### config.mk
export PLATFORM = sky130hd
export DESIGN_NAME = arm_cache_controller
export DESIGN_NICKNAME = d
export VERILOG_FILES = /design/src/rtl/arm_mem_pkg.sv /design/src/rtl/arm_cache_controller.sv
export SDC_FILE = /design/constraint.sdc
export NUM_CORES = 1
export LEC_CHECK = 0
export CAP_MARGIN = 20
export CORE_AREA = 2 2 130 132
export DETAILED_ROUTE_END_ITERATION = 12
export DIE_AREA = 0 0 132 134
export GPL_TIMING_DRIVEN = 0
export SYNTH_ARGS = -nofsm -noshare
export SYNTH_HDL_FRONTEND = slang
export SYNTH_SLANG_ARGS = --single-unit
### constraint.sdc
create_clock -name clk -period 1.8 [get_ports clk]
set_clock_uncertainty 0.15 [all_clocks]
set_input_delay 0.36 -clock clk [delete_from_list [all_inputs] [get_ports clk]]
set_output_delay 0.36 -clock clk [all_outputs]
set_load 0.01 [all_outputs]
### src/rtl/arm_mem_pkg.sv
// Shared definitions for the data-memory path: FSM states, memory base and cache address fields.
package arm_mem_pkg;

    typedef enum logic [1:0] {
        S_IDLE      = 2'd0,
        S_READ_MISS = 2'd1,
        S_FILL      = 2'd2,
        S_WRITE     = 2'd3
    } state_e;

    localparam int unsigned BASE_ADDR = 1024;

    localparam int unsigned TAG_MSB  = 18;
    localparam int unsigned TAG_LSB  = 9;
    localparam int unsigned IDX_MSB  = 8;
    localparam int unsigned IDX_LSB  = 3;
    localparam int unsigned WORD_SEL = 2;

endpackage

### src/rtl/arm_cache_controller.sv
// Data cache controller between the MEM stage and the SRAM controller: read-allocate on miss,
// write-through with no write-allocate.
module arm_cache_controller
    import arm_mem_pkg::*;
#(
    parameter int unsigned BASE_ADDR    = arm_mem_pkg::BASE_ADDR,
    parameter int unsigned ADDR_W       = 32,
    parameter int unsigned CACHE_ADDR_W = 19
) (
    input  logic                    clk,
    input  logic                    rst,
    input  logic                    MEM_R_EN,
    input  logic                    MEM_W_EN,
    input  logic [ADDR_W-1:0]       address,
    input  logic [31:0]             wdata,
    output logic [31:0]             rdata,
    output logic                    ready,
    output logic [CACHE_ADDR_W-1:0] cache_address,
    input  logic                    cache_hit,
    input  logic [31:0]             cache_rdata,
    output logic                    cache_write_en,
    output logic [31:0]             cache_wdata1,
    output logic [31:0]             cache_wdata2,
    output logic                    cache_invalidate,
    output logic [CACHE_ADDR_W-1:0] sram_address,
    output logic [31:0]             sram_wdata,
    output logic                    sram_read_en,
    output logic                    sram_write_en,
    input  logic [63:0]             sram_rdata,
    input  logic                    sram_ready
);

    state_e      state_q, state_d;
    logic [63:0] line_q, line_d;

    assign cache_address = CACHE_ADDR_W'(address - ADDR_W'(BASE_ADDR));
    assign sram_address  = cache_address;
    assign sram_wdata    = wdata;
    assign cache_wdata1  = line_q[31:0];
    assign cache_wdata2  = line_q[63:32];

    always_ff @(posedge clk) begin
        if (rst) begin
            state_q <= S_IDLE;
            line_q  <= '0;
        end else begin
            state_q <= state_d;
            line_q  <= line_d;
        end
    end

    always_comb begin
        state_d          = state_q;
        line_d           = line_q;
        ready            = 1'b0;
        rdata            = '0;
        cache_write_en   = 1'b0;
        cache_invalidate = 1'b0;
        sram_read_en     = 1'b0;
        sram_write_en    = 1'b0;

        unique case (state_q)
            S_IDLE: begin
                // A store wins over a simultaneous load; the load is dropped.
                if (MEM_W_EN) begin
                    cache_invalidate = 1'b1;
                    state_d          = S_WRITE;
                end else if (MEM_R_EN) begin
                    if (cache_hit) begin
                        ready = 1'b1;
                        rdata = cache_rdata;
                    end else begin
                        state_d = S_READ_MISS;
                    end
                end else begin
                    ready = 1'b1;
                end
            end
            S_READ_MISS: begin
                sram_read_en = 1'b1;
                if (sram_ready) begin
                    line_d  = sram_rdata;
                    state_d = S_FILL;
                end
            end
            S_FILL: begin
                cache_write_en = 1'b1;
                ready          = 1'b1;
                rdata          = address[WORD_SEL] ? line_q[63:32] : line_q[31:0];
                state_d        = S_IDLE;
            end
            S_WRITE: begin
                sram_write_en = 1'b1;
                if (sram_ready) begin
                    ready   = 1'b1;
                    state_d = S_IDLE;
                end
            end
            default: state_d = S_IDLE;
        endcase
    end

endmodule
==> results of run 1 <==
==> power by group <==
group / switching, W / internal, W / total [W]
Sequential: 0.0000540 / 0.00153 / 0.00158
Combinational: 0.000614 / 0.000835 / 0.00145
Clock: 0.000673 / 0.00111 / 0.00178
Total: 0.00134 / 0.00348 / 0.00482
==> logic make-up after synthesis <==
logic type,Yosys count,synth area share
AND/OR/NAND/NOR,151,0.167
AO/OA/AOI/OAI,102,0.175
buffers and inverters,99,0.193
flip-flops,66,0.360
multiplexers,32,0.0874
XOR/XNOR,6,0.0143
adder cells (fa/ha/maj),1,0.00341
==> path summary, 6_finish.rpt <==
check	from	to	slack, ns	depth (start not counted)
worst max-delay path	state_q[1]$_SDFFE_PP0P_	rdata[3]	-0.36	7
worst min-delay path	line_q[1]$_SDFFE_PP0P_	line_q[1]$_SDFFE_PP0P_	0.32	2
worst max register to register	state_q[1]$_SDFFE_PP0P_	line_q[19]$_SDFFE_PP0P_	0.24	6
worst min register to register	line_q[1]$_SDFFE_PP0P_	line_q[1]$_SDFFE_PP0P_	0.32	2
==> repair_timing <==
| action | 4_1_cts | 5_1_grt |
|---|---|---|
| setup buffers | 17 | 4 |
| pin swaps | 14 | 15 |
| endpoints found under the setup margin | 61 | 72 |
| resized for setup | 330 | 56 |
| cloned | 4 | 0 |
==> worst register-to-register path: cells and delay by family (launching register included) <==
kind	cells	cell delay, ns
compound gates	1	0.13
buf+inv	3	0.58
flops	1	0.35
simple gates	2	0.28
==> layout by cell type (no fill, tap or decap), types with 2 or more instances in the layout <==
cell type	synthesis	routed
clkdlybuf4s50_1	0	183
nand2_1	133	131
buf_4	69	81
a21oi_1	65	65
dfxtp_1	66	64
buf_2	8	36
mux2i_1	32	32
buf_6	9	31
dlymetal6s2s_1	0	27
o2bb2ai_2	0	23
dlygate4sd2_1	0	15
clkbuf_16	0	9
clkbuf_1	8	8
buf_12	0	7
o2bb2ai_4	0	7
inv_2	0	3
clkbuf_8	0	3
nor2b_1	3	3
nand2b_4	0	2
nor2_4	0	2
nor2_2	1	2
xnor2_2	0	2
xor2_2	0	2
nand2_4	0	2
o31ai_1	2	2
o2bb2ai_1	32	2
a211oi_1	2	2
buf_8	0	2
dfxtp_4	0	2
==> stage by stage <==
stage          hold slack, ns  cells  utilization
2_1_floorplan           0.342    457            -
3_3_place_gp            0.304    957        0.416
3_5_place_dp            0.312    957        0.416
4_1_cts                 0.319    993        0.462
5_1_grt                 0.331    993        0.472
6_report                0.318    993        0.472
==> flip-flops by register name (all words and copies together), names as in the netlist <==
signal,count
line_q,64
state_q,2
==> layout make-up <==
class,count,area [um2],share of cell area
inverter,4,17.5,0.00228
clock inverter,4,51.3,0.00667
clock buffer,12,246,0.0321
buffer,93,757,0.0985
timing repair buffer,302,2960,0.385
multi-input combinational,292,2050,0.267
sequential,66,1330,0.173
tap,220,275,0.0358
==> layer usage <==
layer / vias up / GRT usage / share of wire
met4: 0 / 0.0924 / 0.035
met3: 31 / 0.0480 / 0.070
met5: - / 0 / 0
li1: 2100 / - / -
met2: 215 / 0.324 / 0.49
met1: 1947 / 0.214 / 0.40
==> impl_metrics.tcl, run 1 <==
set metrics [dict create \
    wire_per_inst_um 17.0 \
    ys_ff_latch 66 \
    grt_max_degree 12 \
    synth_edf_count 0 \
    ir_drop_v 0.000451 \
    vias 4293 \
    place_ws_ns -1.16 \
    async_flop_share 0 \
    drt_iter0_markers 117 \
    grt_pass1_wl_um 24900 \
    rows 47 \
    fill_cells 1634 \
    start_util 0.225 \
    drc 0 \
    cts_buffers 9 \
    crit_chain "nor2_4, and4b_1, buf_6, buf_12, buf_12, o2bb2ai_4, buf_6" \
    core_um2 16300 \
    finalSetupViolations 43 \
    grt.overflow.total 0 \
    violations "setup timing" \
    syn_area_um2 3670 \
    ys_top_cells_by_area "dfxtp_1 36%, buf_4 14%, nand2_1 14%" \
    drt-total-wl_um 16900 \
    worst_slack_ns -0.362 \
    worst-setup-path-type "flop to output pin" \
    fin_tns_setup_ns -10.30 \
    io_buffers 280 \
    dr.pass1.iters 4 \
    final_area_um2 7690 \
    slowest_stage "dfxtp_4" \
    drive_gt1_frac 0.298 \
    synth_top_area_cell "dfxtp_1" \
    post-route-period-util 1.20 \
    tritoncts "yes" \
    postPlaceCellArea_um2 6780 \
    htree_num_levels 3 \
    areaGrowthSynthToFinish_pct 110 \
    antenna_found_initial 0 \
    ys_types 29 \
    slew_headroom 0.562 \
    slowest_delay_ns 0.35 \
    synth.most_common_cell "nand2_1" \
    clock_sinks 66 \
    clockBufferDepth 2 \
    synth_seq_area_share 0.360 \
    outcome "complete, but fails checks" \
    viasPerCell 4.32 \
    synth_warnings 0 \
    cts_hold_buf 0 \
    crit_buf_inv 4 \
    cts_root_buf "clkbuf_16" \
    diodes 0 \
    synth_ff_type "dfxtp_1" \
    syn-num-nets 624 \
    fmax_mhz 463 \
    min_path_type "flop to flop" \
    hold_viol_final 0 \
    cp-start-kind "flop" \
    tightestPinTransition_ns 0.658 \
    dp_hpwl_um 12300 \
    p_per_area_nw_per_um2 627 \
    cts.clk_slew.worst_paths_ns 0.06 \
    path_delay_family "buffers and inverters" \
    synth_top_area_share 0.360 \
    leakagePower_nw 3.52 \
    required_ns 1.29 \
    cap_violations 0 \
    avgSynthCellArea_um2 8.02 \
    die_h_um 134 \
    cp.arrival_ns 1.65 \
    final_antenna_net_count 0 \
    syn_inst 457 \
    fin_total_pwr_w 0.00482 \
    rsz0062_at_grt "yes" \
    grt_pass1_vias 4322 \
    track_usage 0.187 \
    clock_latency_ns 0.33 \
    die_area_um2 17700 \
    place_congestion 0.753 \
    die_w_um 132 \
    nNetsFinal 935 \
    ios 337 \
    endpoint_kind "output pin" \
    yosys-top-cells-count "133 x nand2_1, 69 x buf_4, 66 x dfxtp_1, 65 x a21oi_1" \
    drv_slew 0 \
    finalCriticalPeriod_ns 2.16 \
    path_max_fanout 6 \
]
Note: power is estimated with default switching activity, not from simulation.
==> inputs of run 2 (changes only) <==
- CTS_BUF_LIST: not set -> sky130_fd_sc_hd__clkbuf_4 sky130_fd_sc_hd__clkbuf_8 sky130_fd_sc_hd__clkbuf_16
==> run 2 against run 1 <==
  * Combinational power about the same
  * Core utilization about the same
  * Critical path depth unchanged
  * Hold slack worse by 0.0015 ns
  * Sequential power about the same
  * Power up 0.61%
  * Register-to-register slack about the same
  * Via count down 0.12%
  * Global-route usage unchanged
  * Sequential share of layout area about the same
  * The run still ends with setup timing left
  * Critical endpoint unchanged
  * First-iteration DRC count down 0.85%
  * Flip-flop and latch count unchanged
==> impl_metrics.tcl, run 2 (same netlist as run 1, synthesis figures left out) <==
set metrics [dict create \
    cp.arrival_ns 1.65 \
    tightestPinTransition_ns 0.657 \
    grt.overflow.total 0 \
    endpoint_kind "output pin" \
    grt-busiest-layer "met2" \
    register_area_um2 1330 \
    wire_per_inst_um 17.0 \
    drc 0 \
    clock_sinks 66 \
    die_w_um 132 \
    drive_gt1_frac 0.300 \
    drv_slew 0 \
    worst-setup-path-type "flop to output pin" \
    clockBufferDepth 2 \
    htree_num_levels 3 \
    cap_violations 0 \
    grt_pass1_vias 4322 \
    antenna_found_initial 0 \
    grt_max_degree 12 \
    outcome "complete, but fails checks" \
    top_register "line_q" \
    finalCriticalPeriod_ns 2.16 \
    fill_cells 1634 \
    fin_total_pwr_w 0.00485 \
    startpoint "state_q[1]$_SDFFE_PP0P_" \
    cp-start-kind "flop" \
    ios 337 \
    path_max_fanout 6 \
    place_ws_ns -1.16 \
    grt_use_met1 0.214 \
    final_cell_mix "183 x clkdlybuf4s50_1, 131 x nand2_1, 81 x buf_4, 65 x a21oi_1, 64 x dfxtp_1" \
    dp_hpwl_um 12300 \
    place_congestion 0.753 \
    mostFrequentLayoutCell "clkdlybuf4s50_1" \
    post-route-period-util 1.20 \
    cts.clk_slew.worst_paths_ns 0.06 \
    grt_use_met2 0.324 \
    largestRegisters "line_q (64), state_q (2)" \
    tritoncts "yes" \
    vias 4288 \
    nNetsFinal 935 \
    largest_reg_flops 64 \
    leakagePower_nw 3.53 \
    start_util 0.225 \
    cts_hold_buf 0 \
    fmax_mhz 463 \
    areaGrowthSynthToFinish_pct 110 \
    track_usage 0.187 \
    diodes 0 \
    required_ns 1.29 \
    cts_buffers 9 \
    reg2reg_from "state_q[1]$_SDFFE_PP0P_" \
    multiInputGateArea_um2 2050 \
    min_path_type "flop to flop" \
    cts_root_buf "clkbuf_16" \
    io_buffers 280 \
    clock_latency_ns 0.33 \
    slew_headroom 0.562 \
    drt-total-wl_um 16900 \
    p_per_area_nw_per_um2 630 \
    final_antenna_net_count 0 \
    dr.pass1.iters 4 \
    core_um2 16300 \
    grt_pass1_wl_um 24900 \
    post-route-util 0.472 \
    violations "setup timing" \
    rows 47 \
    viasPerCell 4.32 \
    use_met3 0.0480 \
    die_area_um2 17700 \
    drt_iter0_markers 116 \
    finalSetupViolations 43 \
    fin_hold_ws_ns 0.317 \
    min_from "line_q[1]$_SDFFE_PP0P_" \
    ir_drop_v 0.000451 \
    die_h_um 134 \
    rsz0062_at_grt "yes" \
    worst_slack_ns -0.362 \
    hold_viol_final 0 \
]
==> run 2: final timing paths <==
| kind | to | slack [ns] | cells after the start |
|---|---|---|---|
| setup / recovery | rdata[3] | -0.36 | 7 |
| hold / removal | line_q[1]$_SDFFE_PP0P_ | 0.32 | 2 |
| setup reg to reg | line_q[19]$_SDFFE_PP0P_ | 0.24 | 6 |
| hold reg to reg | line_q[1]$_SDFFE_PP0P_ | 0.32 | 2 |
==> run 2: power by group <==
part           total [W]  internal (W)  switching [W]
clock            0.00181       0.00114       0.000673
sequential       0.00158       0.00153      0.0000540
combinational    0.00145      0.000835       0.000614
total            0.00485       0.00351        0.00134
==> run 2: critical path, stage by stage (launching register included) <==
cell and delay, ns:
dfxtp_4 0.35, nor2_4 0.10, and4b_1 0.21, buf_6 0.17
buf_12 0.12, buf_12 0.12, o2bb2ai_4 0.13, buf_6 0.12
==> run 2: cell type report <==
cell class	instances	share of cell area
Timing Repair Buffer	302	0.384
Multi-Input combinational cell	292	0.267
Sequential cell	66	0.173
Buffer	93	0.0984
Tap cell	220	0.0358
Clock buffer	12	0.0330
Clock inverter	4	0.00667
Inverter	4	0.00228
==> run 2: stage by stage <==
step	cells	cell area (um2)	TNS [ns]
2_1_floorplan	457	3700	-0.0920
3_3_place_gp	957	6780	-48.23
3_5_place_dp	957	6780	-48.86
4_1_cts	993	7540	-12.54
5_1_grt	993	7690	-13.16
6_report	993	7690	-10.30
==> run 2: layer usage <==
metal | part of all wire | vias up | routed length (um)
met5 | 0 | - | 0
met4 | 0.035 | 0 | 583
met3 | 0.070 | 31 | 1180
met2 | 0.50 | 213 | 8360
met1 | 0.40 | 1945 | 6760
li1 | - | 2099 | -
==> run 2: timing repair <==
item / CTS / global route
resized for setup: 330 / 56
gates cloned: 4 / 0
setup endpoints to repair: 61 / 72
endpoints found under the hold margin: 0 / 0
pin swaps: 14 / 15
buffers inserted: 17 / 4
==> inputs of run 3 (changes only) <==
--- a/constraint.sdc
+++ b/constraint.sdc
@@ -3,3 +3,3 @@
 set_input_delay 0.36 -clock clk [delete_from_list [all_inputs] [get_ports clk]]
 set_output_delay 0.36 -clock clk [all_outputs]
-set_load 0.01 [all_outputs]
+set_load 0.05 [all_outputs]
==> run 3 against run 2 <==
  * The flow still finishes with violations (setup timing)
  * Clock power is essentially flat
  * Core utilization up 3.0 points
  * Via count rose by 2.9%
  * Clock-buffer cell count fell by 1
  * Largest power group is now combinational logic
  * Critical endpoint is now rdata[10]
  * Die area unchanged
  * Largest cell class unchanged
  * Sequential share of layout area is 1.0 points lower
  * Non-clock buffer count is the same
  * Hold slack improved by 0.0050 ns
  * First-iteration DRC count is 23% higher
==> impl_metrics.tcl, run 3 (same netlist as run 1, synthesis figures left out) <==
set metrics [dict create \
    post-route-util 0.502 \
    rsz0062_at_grt "yes" \
    dr.pass1.iters 4 \
    die_area_um2 17700 \
    hold_viol_final 0 \
    worst_slack_ns -0.416 \
    final_cell_mix "149 x clkdlybuf4s50_1, 129 x nand2_1, 69 x buf_4, 65 x a21oi_1, 64 x dfxtp_1" \
    finalCriticalPeriod_ns 2.22 \
    io_buffers 280 \
    endpoint_kind "output pin" \
    cts_buffers 9 \
    grt_pass1_vias 4499 \
    clock_sinks 66 \
    finalSetupViolations 47 \
    drt-total-wl_um 18400 \
    worst-setup-path-type "flop to output pin" \
    place_ws_ns -1.53 \
    core_um2 16300 \
    viasPerCell 4.45 \
    largest_reg_flops 64 \
    drive_gt1_frac 0.319 \
    largestRegisters "line_q (64), state_q (2)" \
    cts.clk_slew.worst_paths_ns 0.06 \
    final_antenna_net_count 0 \
    register_area_um2 1330 \
    htree_num_levels 3 \
    place_congestion 0.842 \
    slew_headroom 0.605 \
    path_max_fanout 10 \
    ir_drop_v 0.000390 \
    die_w_um 132 \
    drc 0 \
    grt.overflow.total 0 \
    cp-start-kind "flop" \
    clockBufferDepth 2 \
    areaGrowthSynthToFinish_pct 123 \
    vias 4413 \
    grt_max_degree 11 \
    top_register "line_q" \
    violations "setup timing" \
    dp_hpwl_um 13300 \
    cp.arrival_ns 1.71 \
    clock_latency_ns 0.34 \
    p_per_area_nw_per_um2 678 \
    fmax_mhz 451 \
    wire_per_inst_um 18.5 \
    drt_iter0_markers 143 \
    tritoncts "yes" \
    leakagePower_nw 3.37 \
    die_h_um 134 \
    post-route-period-util 1.23 \
    nNetsFinal 935 \
    mostFrequentLayoutCell "clkdlybuf4s50_1" \
    antenna_found_initial 0 \
    min_path_type "input port to flop" \
    start_util 0.225 \
    cts_hold_buf 0 \
    grt_pass1_wl_um 26600 \
    required_ns 1.29 \
    multiInputGateArea_um2 2320 \
    outcome "complete, but fails checks" \
    fill_cells 1496 \
    cts_root_buf "clkbuf_16" \
    cap_violations 0 \
    diodes 0 \
    tightestPinTransition_ns 0.593 \
    rows 47 \
    ios 337 \
    drv_slew 0 \
    track_usage 0.199 \
]
-- run 3: cell count changes in the layout (fill, tap and decap cells not counted), moves of 5 or more --
cell and delta:
buf_2 -29, dlymetal6s2s_1 -25, clkdlybuf4s15_1 +23, o2bb2ai_4 +12, clkdlybuf4s15_2 +5, dlygate4sd2_1 +23, buf_4 -12, o2bb2ai_2 -10
clkdlybuf4s50_1 -34, buf_6 +23, buf_8 +25
-- run 3: final cells by class --
cell class,count,share of cell area
multi-input combinational,292,0.283
inverter,4,0.00275
buffer,93,0.0936
timing repair buffer,302,0.388
clock inverter,3,0.00490
tap,220,0.0337
clock buffer,11,0.0309
sequential,66,0.163
-- run 3: repair_timing --
item	in CTS	in global routing
pin swaps	12	5
endpoints found under the setup margin	119	78
cloned	2	1
buffers inserted	11	11
gates resized for setup	558	88
-- run 3: critical path, cell delays in order, from the launching register on --
cell       delay, ns
dfxtp_4         0.37
nor2_4          0.11
and4b_1         0.22
buf_6           0.19
buf_12          0.17
o2bb2ai_2       0.13
buf_6           0.18
-- run 3: through the flow --
step | hold WS, ns | area, um2 | power [W] | TNS [ns] | std cells
final | 0.322 | 8180 | 0.00554 | -14.39 | 991
after global routing | 0.335 | 8180 | 0.00576 | -17.10 | 991
after CTS | 0.320 | 7880 | 0.00550 | -15.47 | 983
after detailed placement | 0.315 | 7010 | 0.00355 | -66.39 | 957
after global placement | 0.308 | 7010 | 0.00354 | -63.81 | 957
after floorplan | 0.346 | 3930 | 0.00277 | -13.27 | 457
-- run 3: layer usage --
metal,up-vias,routed length [um],track usage
li1,2091,-,-
met1,2077,6920,0.217
met2,226,9740,0.375
met3,19,1430,0.0612
met4,0,291,0.0525
met5,-,0,0
-- run 3: worst paths after layout --
path / startpoint / end / depth (start not counted) / slack (ns)
setup / recovery: state_q[1]$_SDFFE_PP0P_ / rdata[10] / 6 / -0.42
hold / removal: rst / line_q[59]$_SDFFE_PP0P_ / 2 / 0.32
setup reg to reg: state_q[0]$_SDFFE_PP0P_ / line_q[32]$_SDFFE_PP0P_ / 8 / 0.11
hold reg to reg: line_q[47]$_SDFFE_PP0P_ / line_q[47]$_SDFFE_PP0P_ / 2 / 0.32
-- run 3: power by group --
part	internal [W]	switching (W)
clock	0.00113	0.000652
sequential	0.00153	0.0000603
combinational	0.000907	0.00127
